==> src/rtl/lsu_mem_stage.sv <==
// lsu_mem_stage: RV32I load/store unit fed by the ALU result.
// Aligns store data into byte lanes, builds byte enables, extends load data,
// and runs one access at a time on a req/ack memory port while holding the
// core off through lsu_busy / lsu_done.
// Optional build macro: LSU_TIMEOUT_EN enables the WAIT-state timeout abort
// that reports lsu_bus_err after TIMEOUT_CYCLES cycles without mem_ack.
module lsu_mem_stage #(
  parameter int XLEN           = 32,
  parameter int TIMEOUT_CYCLES = 256
) (
  input  logic            clk,
  input  logic            rst,
  input  logic            lsu_valid,
  input  logic            lsu_we,
  input  logic [2:0]      lsu_funct3,
  input  logic [XLEN-1:0] lsu_addr,
  input  logic [XLEN-1:0] lsu_wdata,
  output logic [XLEN-1:0] lsu_rdata,
  output logic            lsu_done,
  output logic            lsu_busy,
  output logic            lsu_misalign,
  output logic            lsu_ill,
  output logic            lsu_bus_err,
  output logic            mem_req,
  output logic            mem_we,
  output logic [XLEN-1:0] mem_addr,
  output logic [3:0]      mem_be,
  output logic [XLEN-1:0] mem_wdata,
  input  logic [XLEN-1:0] mem_rdata,
  input  logic            mem_ack
);

  typedef enum logic [1:0] {S_IDLE, S_WAIT, S_DONE, S_FAULT} state_e;

  state_e            state_q, state_d;
  logic              mem_req_q, mem_req_d;
  logic              mem_we_q, mem_we_d;
  logic [XLEN-1:0]   mem_addr_q, mem_addr_d;
  logic [3:0]        mem_be_q, mem_be_d;
  logic [XLEN-1:0]   mem_wdata_q, mem_wdata_d;
  logic [2:0]        funct3_q, funct3_d;
  logic [1:0]        off_q, off_d;
  logic [XLEN-1:0]   rdata_q, rdata_d;
  logic              done_q, done_d;
  logic              misalign_q, misalign_d;
  logic              ill_q, ill_d;

  // Request decode
  logic              req_ill, req_mis;
  logic [3:0]        req_be;
  logic [XLEN-1:0]   req_wdata;

  // Load formatting
  logic [7:0]        ld_byte;
  logic [15:0]       ld_half;
  logic [XLEN-1:0]   ld_ext;

`ifdef LSU_TIMEOUT_EN
  localparam int CNT_W = (TIMEOUT_CYCLES > 1) ? $clog2(TIMEOUT_CYCLES) : 1;
  logic [CNT_W-1:0]  cnt_q, cnt_d;
  logic              bus_err_q, bus_err_d;
  assign lsu_bus_err = bus_err_q;
`else
  // No timeout logic in this build; the parameter is kept so both builds share one interface.
  if (TIMEOUT_CYCLES < 1) begin : g_timeout_inert
  end
  assign lsu_bus_err = 1'b0;
`endif

  // Classify the incoming request and build its byte lanes.
  always_comb begin
    req_ill   = 1'b0;
    req_mis   = 1'b0;
    req_be    = 4'b1111;
    req_wdata = '0;
    if (lsu_we) begin
      req_ill = (lsu_funct3[2] == 1'b1) || (lsu_funct3[1:0] == 2'b11);
    end else begin
      req_ill = (lsu_funct3 == 3'b011) || (lsu_funct3 == 3'b110) || (lsu_funct3 == 3'b111);
    end
    // Misalignment is only meaningful once the size code is known to be legal.
    if (!req_ill) begin
      case (lsu_funct3[1:0])
        2'b01:   req_mis = lsu_addr[0];
        2'b10:   req_mis = (lsu_addr[1:0] != 2'b00);
        default: req_mis = 1'b0;
      endcase
    end
    if (lsu_we) begin
      case (lsu_funct3[1:0])
        2'b00: begin
          req_be    = 4'b0001 << lsu_addr[1:0];
          req_wdata = {4{lsu_wdata[7:0]}};
        end
        2'b01: begin
          req_be    = 4'b0011 << lsu_addr[1:0];
          req_wdata = {2{lsu_wdata[15:0]}};
        end
        default: begin
          req_be    = 4'b1111;
          req_wdata = lsu_wdata;
        end
      endcase
    end
  end

  // Pick the addressed lane out of the returned word and extend it.
  always_comb begin
    case (off_q)
      2'd0:    ld_byte = mem_rdata[7:0];
      2'd1:    ld_byte = mem_rdata[15:8];
      2'd2:    ld_byte = mem_rdata[23:16];
      default: ld_byte = mem_rdata[31:24];
    endcase
    ld_half = off_q[1] ? mem_rdata[31:16] : mem_rdata[15:0];
    case (funct3_q)
      3'b000:  ld_ext = {{24{ld_byte[7]}}, ld_byte};
      3'b001:  ld_ext = {{16{ld_half[15]}}, ld_half};
      3'b100:  ld_ext = {24'h0, ld_byte};
      3'b101:  ld_ext = {16'h0, ld_half};
      default: ld_ext = mem_rdata;
    endcase
  end

  // Next-state and registered-output computation.
  always_comb begin
    state_d     = state_q;
    mem_req_d   = mem_req_q;
    mem_we_d    = mem_we_q;
    mem_addr_d  = mem_addr_q;
    mem_be_d    = mem_be_q;
    mem_wdata_d = mem_wdata_q;
    funct3_d    = funct3_q;
    off_d       = off_q;
    rdata_d     = '0;
    done_d      = 1'b0;
    misalign_d  = 1'b0;
    ill_d       = 1'b0;
`ifdef LSU_TIMEOUT_EN
    cnt_d       = cnt_q;
    bus_err_d   = 1'b0;
`endif
    case (state_q)
      S_IDLE: begin
        if (lsu_valid) begin
          if (req_ill || req_mis) begin
            state_d    = S_FAULT;
            done_d     = 1'b1;
            ill_d      = req_ill;
            misalign_d = req_mis;
          end else begin
            state_d     = S_WAIT;
            mem_req_d   = 1'b1;
            mem_we_d    = lsu_we;
            mem_addr_d  = {lsu_addr[31:2], 2'b00};
            mem_be_d    = req_be;
            mem_wdata_d = req_wdata;
            funct3_d    = lsu_funct3;
            off_d       = lsu_addr[1:0];
`ifdef LSU_TIMEOUT_EN
            cnt_d       = '0;
`endif
          end
        end
      end
      S_WAIT: begin
        if (mem_ack) begin
          state_d   = S_DONE;
          mem_req_d = 1'b0;
          done_d    = 1'b1;
          rdata_d   = mem_we_q ? '0 : ld_ext;
`ifdef LSU_TIMEOUT_EN
        end else if (cnt_q == CNT_W'(TIMEOUT_CYCLES - 1)) begin
          state_d   = S_FAULT;
          mem_req_d = 1'b0;
          done_d    = 1'b1;
          bus_err_d = 1'b1;
        end else begin
          cnt_d = cnt_q + CNT_W'(1);
`endif
        end
      end
      default: state_d = S_IDLE;
    endcase
  end

  // State and output registers with synchronous reset.
  always_ff @(posedge clk) begin
    if (rst) begin
      state_q     <= S_IDLE;
      mem_req_q   <= 1'b0;
      mem_we_q    <= 1'b0;
      mem_addr_q  <= '0;
      mem_be_q    <= '0;
      mem_wdata_q <= '0;
      funct3_q    <= '0;
      off_q       <= '0;
      rdata_q     <= '0;
      done_q      <= 1'b0;
      misalign_q  <= 1'b0;
      ill_q       <= 1'b0;
`ifdef LSU_TIMEOUT_EN
      cnt_q       <= '0;
      bus_err_q   <= 1'b0;
`endif
    end else begin
      state_q     <= state_d;
      mem_req_q   <= mem_req_d;
      mem_we_q    <= mem_we_d;
      mem_addr_q  <= mem_addr_d;
      mem_be_q    <= mem_be_d;
      mem_wdata_q <= mem_wdata_d;
      funct3_q    <= funct3_d;
      off_q       <= off_d;
      rdata_q     <= rdata_d;
      done_q      <= done_d;
      misalign_q  <= misalign_d;
      ill_q       <= ill_d;
`ifdef LSU_TIMEOUT_EN
      cnt_q       <= cnt_d;
      bus_err_q   <= bus_err_d;
`endif
    end
  end

  assign lsu_rdata    = rdata_q;
  assign lsu_done     = done_q;
  assign lsu_busy     = (state_q != S_IDLE);
  assign lsu_misalign = misalign_q;
  assign lsu_ill      = ill_q;
  assign mem_req      = mem_req_q;
  assign mem_we       = mem_we_q;
  assign mem_addr     = mem_addr_q;
  assign mem_be       = mem_be_q;
  assign mem_wdata    = mem_wdata_q;

endmodule

==> config.mk <==
export PLATFORM = sky130hd
export DESIGN_NAME = lsu_mem_stage
export DESIGN_NICKNAME = d
export VERILOG_FILES = /design/src/rtl/lsu_mem_stage.sv
export SDC_FILE = /design/constraint.sdc
export NUM_CORES = 1
export LEC_CHECK = 0
export CAP_MARGIN = 0
export CORE_UTILIZATION = 35
export DETAILED_ROUTE_END_ITERATION = 7
export PLACE_DENSITY = 0.66
export SYNTH_ARGS = -nofsm -noshare
export SYNTH_HDL_FRONTEND = slang
export SYNTH_SLANG_ARGS = --single-unit
export TNS_END_PERCENT = 100
==> constraint.sdc <==
create_clock -name clk -period 7 [get_ports clk]
set_clock_uncertainty 0.15 [all_clocks]
set_input_delay 1.4 -clock clk [delete_from_list [all_inputs] [get_ports clk]]
set_output_delay 1.4 -clock clk [all_outputs]
set_load 0.02 [all_outputs]
# --- Word level (Yosys, flattened, before mapping) ---
# Index checks and enable logic that the tools add are counted.
# Widths: inputs -> output; s select.
op_classes:
  eq_ne: 15
  n_shift: 2
  n_mux: 22
  n_bitwise: 5
  n_reduce_logical: 16
ops:
  columns: ["op", "n"]
  rows:
  - ["$pmux 32 s4", 1]
  - ["$pmux 32 s2", 1]
  - ["$mux 32", 1]
  - ["$pmux 8 s3", 1]
  - ["$mux 16", 1]
  - ["$eq 3x3->1 const B", 4]
  - ["$mux 1", 8]
  - ["$pmux 4 s2", 1]
  - ["$reduce_or 4->1", 2]
  - ["$eq 2x1->1 const B", 3]
  - ["$eq 2x2->1 const B", 3]
  - ["$logic_not 2->1", 3]
  - ["$mux 2", 3]
  - ["$ne 2x2->1 const B", 3]
  - ["$pmux 1 s2", 3]
  - ["$reduce_bool 2->1", 3]
  - ["$not 1->1", 5]
  - ["$logic_or 1x1->1", 4]
  - ["$mux 4", 1]
  - ["$pmux 2 s2", 1]
  - ["$reduce_and 4->1", 1]
  - ["$shl 1x2->4 const A", 1]
  - ["$shl 2x2->4 const A", 1]
  - ["$eq 3x1->1 const B", 1]
  - ["4 further kinds", 4]
word_totals:
  ff_bits: 110
  inputBits: 104
  out_inout_bits: 107
  wordCells: 72

# --- Depth between registers and ports, before layout ---
logic_depth:
  ltp_word: 9
  depth_mapped: 9
  ltp_nobuf: 6

# --- Least setup slack after synthesis ---
# OpenSTA, ideal clock, no wires.
synth_timing:
  path_kind: "in2reg"
  start: "input port lsu_funct3[1]"
  end: "register mem_wdata_q[27] (netlist: mem_wdata[27])"
  setup_time_ps: 59
  t_arrival_ps: 3233
  required_time_ps: 6791
  setup_slack_ps: 3558
  path_stages: 9
  path_buffers: 3
  path_cell_list: "clkbuf_1 > inv_1 > ha_1 > o211ai_1 > and4b_1 > clkbuf_1 > a21oi_1 > clkbuf_1 > a22o_1"
synth_via:
  elab_chain_len: 8
  elab_cells_between_ends: 18
  cone_classes: "eq/ne (6); mux (5); bitwise (1); reduce/logical (6)"
synth_rtl:
  columns: ["element", "line_no", "text"]
  rows:
  - ["start: declaration", "15", "input logic [2:0] lsu_funct3,"]
  - ["$eq 3x2->1 / $eq 3x3->1 (equally long branches)", "79", "req_ill = (lsu_funct3 == 3'b011) || (lsu_funct3 == 3'b110) || (lsu_funct3 == 3'b111);"]
  - ["$logic_or 1x1->1 (2 in a row)", "79", null]
  - ["$mux 1", "76", "if (lsu_we) begin"]
  - ["$mux 1", "82", "if (!req_ill) begin"]
  - ["$logic_or 1x1->1", "146", "if (req_ill || req_mis) begin"]
  - ["$not 1->1 (no source line)", null, null]
  - ["$reduce_and 3->1 (no source line)", null, null]
  - ["end signal: assignment", "212", "mem_wdata_q <= mem_wdata_d;"]
  - ["end: declaration", "40", "logic [XLEN-1:0] mem_wdata_q, mem_wdata_d;"]
# Parallel ways exist; a longest one is shown, timed or not.
# A chain may end at the register's enable or synchronous reset.

# --- Worst setup path in the final report ---
layout_timing:
  start: "input port lsu_funct3[1]"
  end: "register mem_be_q[1] (netlist: mem_be[1])"
layout_via:
  elab_chain_len: 8
  elab_cells_between_ends: 18
  cone_classes: "eq/ne (6); mux (5); bitwise (1); reduce/logical (6)"
layout_rtl:
  columns: ["element", "line_no", "text"]
  rows:
  - ["$eq 3x2->1 / $eq 3x3->1 (equally long branches)", "79", null]
  - ["$logic_or 1x1->1 (2 in a row)", "79", null]
  - ["$mux 1", "76", null]
  - ["$mux 1", "82", null]
  - ["$logic_or 1x1->1", "146", null]
  - ["$not 1->1 (no source line)", null, null]
  - ["$reduce_and 3->1 (no source line)", null, null]
  - ["end signal: assignment", "211", "mem_be_q <= mem_be_d;"]
  - ["end: declaration", "39", "logic [3:0] mem_be_q, mem_be_d;"]
# Parallel ways exist; a longest one is shown, timed or not.

==> results.py <==
metrics = {
    "routing": {
        "wl_mm": 14.9,
        "drc_errors": 0,
        "firstDrtPassIters": 5,
        "drtIter0Drc": 352,
        "drt-wirelength-per-cell_microns": 17.2,
        "avgViaCountPerCell": 5.38,
        "vias": 4662,
        "postRouteAntennaNets": 0,
    },
    "timing": {
        "final_hold_viol_count": 0,
        "period_share_pct": 61.4,
        "max_freq_mhz": 233,
        "min_period_ps": 4300,
        "setup_viol": 0,
        "setup-tns-final_ps": 0,
        "worst_pin_slew_ps": 1110,
        "grt_setup_unrepaired": "false",
        "post-route-worst-setup-slack_ps": 2700,
        "slew_viol_final": 0,
        "max_slew_margin_pct": 25.9,
    },
    "synthesis": {
        "synthArstFlopShare_pct": 0,
        "yosysMostFrequentCell": "dfxtp_1",
        "synth.top_cell.area_share_pct": 47.1,
        "netlist_instances": 523,
        "syn_area_sq_um": 4680,
        "ys.flop_type": "dfxtp_1",
        "ys_seq_elements": 110,
        "synth.avg_cell_area_sq_um": 8.94,
        "synthTopCellsByCount": "dfxtp_1, a21oi_1, o21ai_0",
        "synth-seq-area-share_pct": 47.1,
        "yosys-top-cells-area": "dfxtp_1, a21oi_1, o21ai_0, nand3_1, clkbuf_1",
        "yosysTopAreaCell": "dfxtp_1",
        "ys_types": 46,
        "yosysWarnings": 0,
        "synth_enable_flop_cells": 0,
    },
    "die": {
        "fp.dieW_microns": 118,
        "core_sq_um": 12800,
        "core.rowCount": 41,
        "die_y_microns": 118,
        "start_util_pct": 36.5,
        "ios": 211,
        "die_area_sq_um": 13800,
    },
    "clocking": {
        "post-cts-setup-buffers": 0,
        "clockRootBuffer": "clkbuf_16",
        "clk_path_buf_depth": 2,
        "post_cts_resized": 0,
        "cts_hold_buf": 0,
        "numCtsBuffers": 9,
        "clk_pin_slew_ps": 70,
        "cts.sinks": 110,
        "clk_latency_ps": 350,
        "h-tree-depth": 3,
        "tritoncts": "built",
    },
    "global_route": {
        "grt_pass1_wl_mm": 23.8,
        "grt-ovfl-total": 0,
        "antenna_found_initial": 0,
        "grt_pass1_vias": 4578,
        "grt_util_all_layers_pct": 21.5,
        "grt_max_degree": 59,
    },
    "critical_path": {
        "worstPathArrival_ps": 4410,
        "worst_setup_path_start_kind": "primary input",
        "crit_fanout": 40,
        "critPathRequiredTime_ps": 7110,
        "end_kind": "register",
        "crit_type": "in -> reg",
    },
    "layout": {
        "syn_to_final_growth_pct": 50.9,
        "antenna_cells": 0,
        "fillCellCount": 1177,
        "drive_above_1_share_pct": 6.76,
        "final_nets": 800,
    },
    "outcome": {
        "status": "complete, no violations",
    },
    "place": {
        "place_ws_ps": 2380,
        "post-dp-hpwl_mm": 10.7,
        "globalplace.congestion": 0.830,
        "io_buffers": 207,
    },
    "power_and_ir_drop": {
        "powerDensity_nw_per_um2": 207,
        "p_leak_nw": 2.60,
        "ir_drop_uv": 178,
    },
    "worst_hold_path": {
        "hp-class": "reg -> reg",
    },
    "job": {
        "cap_violations": 0,
    },
}
-- kinds of logic (layout without fill, tap and decap cells) --
| logic type | Yosys count | in the layout | synth area share (%) |
|---|---|---|---|
| adder cells (fa/ha/maj) | 5 | 5 | 1.34 |
| AO/OA/AOI/OAI | 216 | 216 | 30.2 |
| AND/OR/NAND/NOR | 104 | 104 | 12.0 |
| other | 1 | 3 | 0.0802 |
| buffers and inverters | 76 | 246 | 6.66 |
| multiplexers | 11 | 11 | 2.62 |
| flip-flops | 110 | 110 | 47.1 |
-- registers in the layout, indices dropped and copies added (netlist names), 2 cells and up --
| signal | count |
|---|---|
| state_q | 2 |
| off_q | 2 |
| funct3_q | 3 |
| mem_addr | 30 |
| lsu_rdata | 32 |
| mem_wdata | 32 |
| mem_be | 4 |
-- final timing paths --
kind / start / end / slack [ps] / cells past startpoint
hold / removal: mem_wdata[16]$_SDFFE_PP0P_ / mem_wdata[16]$_SDFFE_PP0P_ / 310 / 1
hold reg to reg: mem_wdata[16]$_SDFFE_PP0P_ / mem_wdata[16]$_SDFFE_PP0P_ / 310 / 1
setup / recovery: lsu_funct3[1] / mem_be[1]$_SDFFE_PP0P_ / 2700 / 8
setup reg to reg: state_q[1]$_SDFFE_PP0P_ / mem_wdata[11]$_SDFFE_PP0P_ / 4400 / 4
-- critical path, stage by stage --
cell and delay, ps:
clkdlybuf4s50_1 700, inv_1 160, ha_1 460, o211ai_1 340, and4b_2 440, buf_4 440, a21oi_1 140, a311oi_1 300
-- through the flow --
stage	util [%]	instance area (sq um)	hold slack, ps	power [W]	std cells
after detailed placement	52.8	6770	299	0.000968	852
after global routing	55.0	7060	333	0.00152	867
after global placement	52.8	6770	297	0.000963	852
after floorplan	-	4680	339	0.000826	525
final	55.0	7060	313	0.00146	867
after CTS	55.0	7060	316	0.00147	867
-- layer usage --
metal | wire length (microns) | global-route usage [%] | vias to the layer above
met5 | 0 | 0 | -
met4 | 366 | 8.89 | 0
met3 | 1110 | 7.27 | 25
met2 | 7140 | 35.5 | 185
met1 | 6290 | 25.4 | 2208
li1 | - | - | 2244
-- cells in the final DEF, fill, tap and decap left out, types with 2 or more instances in the layout --
cell type        instances
a221oi_1                 8
a21oi_1                 75
nor2_1                  12
nor3b_1                  5
clkdlybuf4s50_1        206
a311oi_1                11
nor2b_1                 10
o2bb2ai_1               16
conb_1                   3
a21o_1                  17
or2_2                    2
dfxtp_1                110
a31oi_1                  7
ha_1                     5
nand3_1                 38
clkinv_2                 3
or3b_2                   2
a22o_1                   8
buf_4                    4
nand2_1                 10
o21ai_0                 48
mux2_2                  10
o221a_2                  7
inv_1                   20
nand4_1                  9
clkbuf_16                9
nor3_1                   7
a22oi_1                 11
-- report_power, final --
group	internal (W)	total (W)	switching, W	leakage [nW]
sequential	0.000651	0.000669	0.0000181	0.892
clock	0.000275	0.000502	0.000226	0.145
combinational	0.000134	0.000287	0.000153	1.57
total	0.00106	0.00146	0.000398	2.60
-- final cells by class --
class	count	area, sq um	area share (%)
inverter	20	75.1	1.06
multi-input combinational	339	2180	30.9
timing repair buffer	211	2100	29.7
tap	172	215	3.05
sequential	110	2200	31.2
clock buffer	9	225	3.19
clock inverter	6	62.6	0.887
No activity file was read; power rests on OpenSTA's default activity.
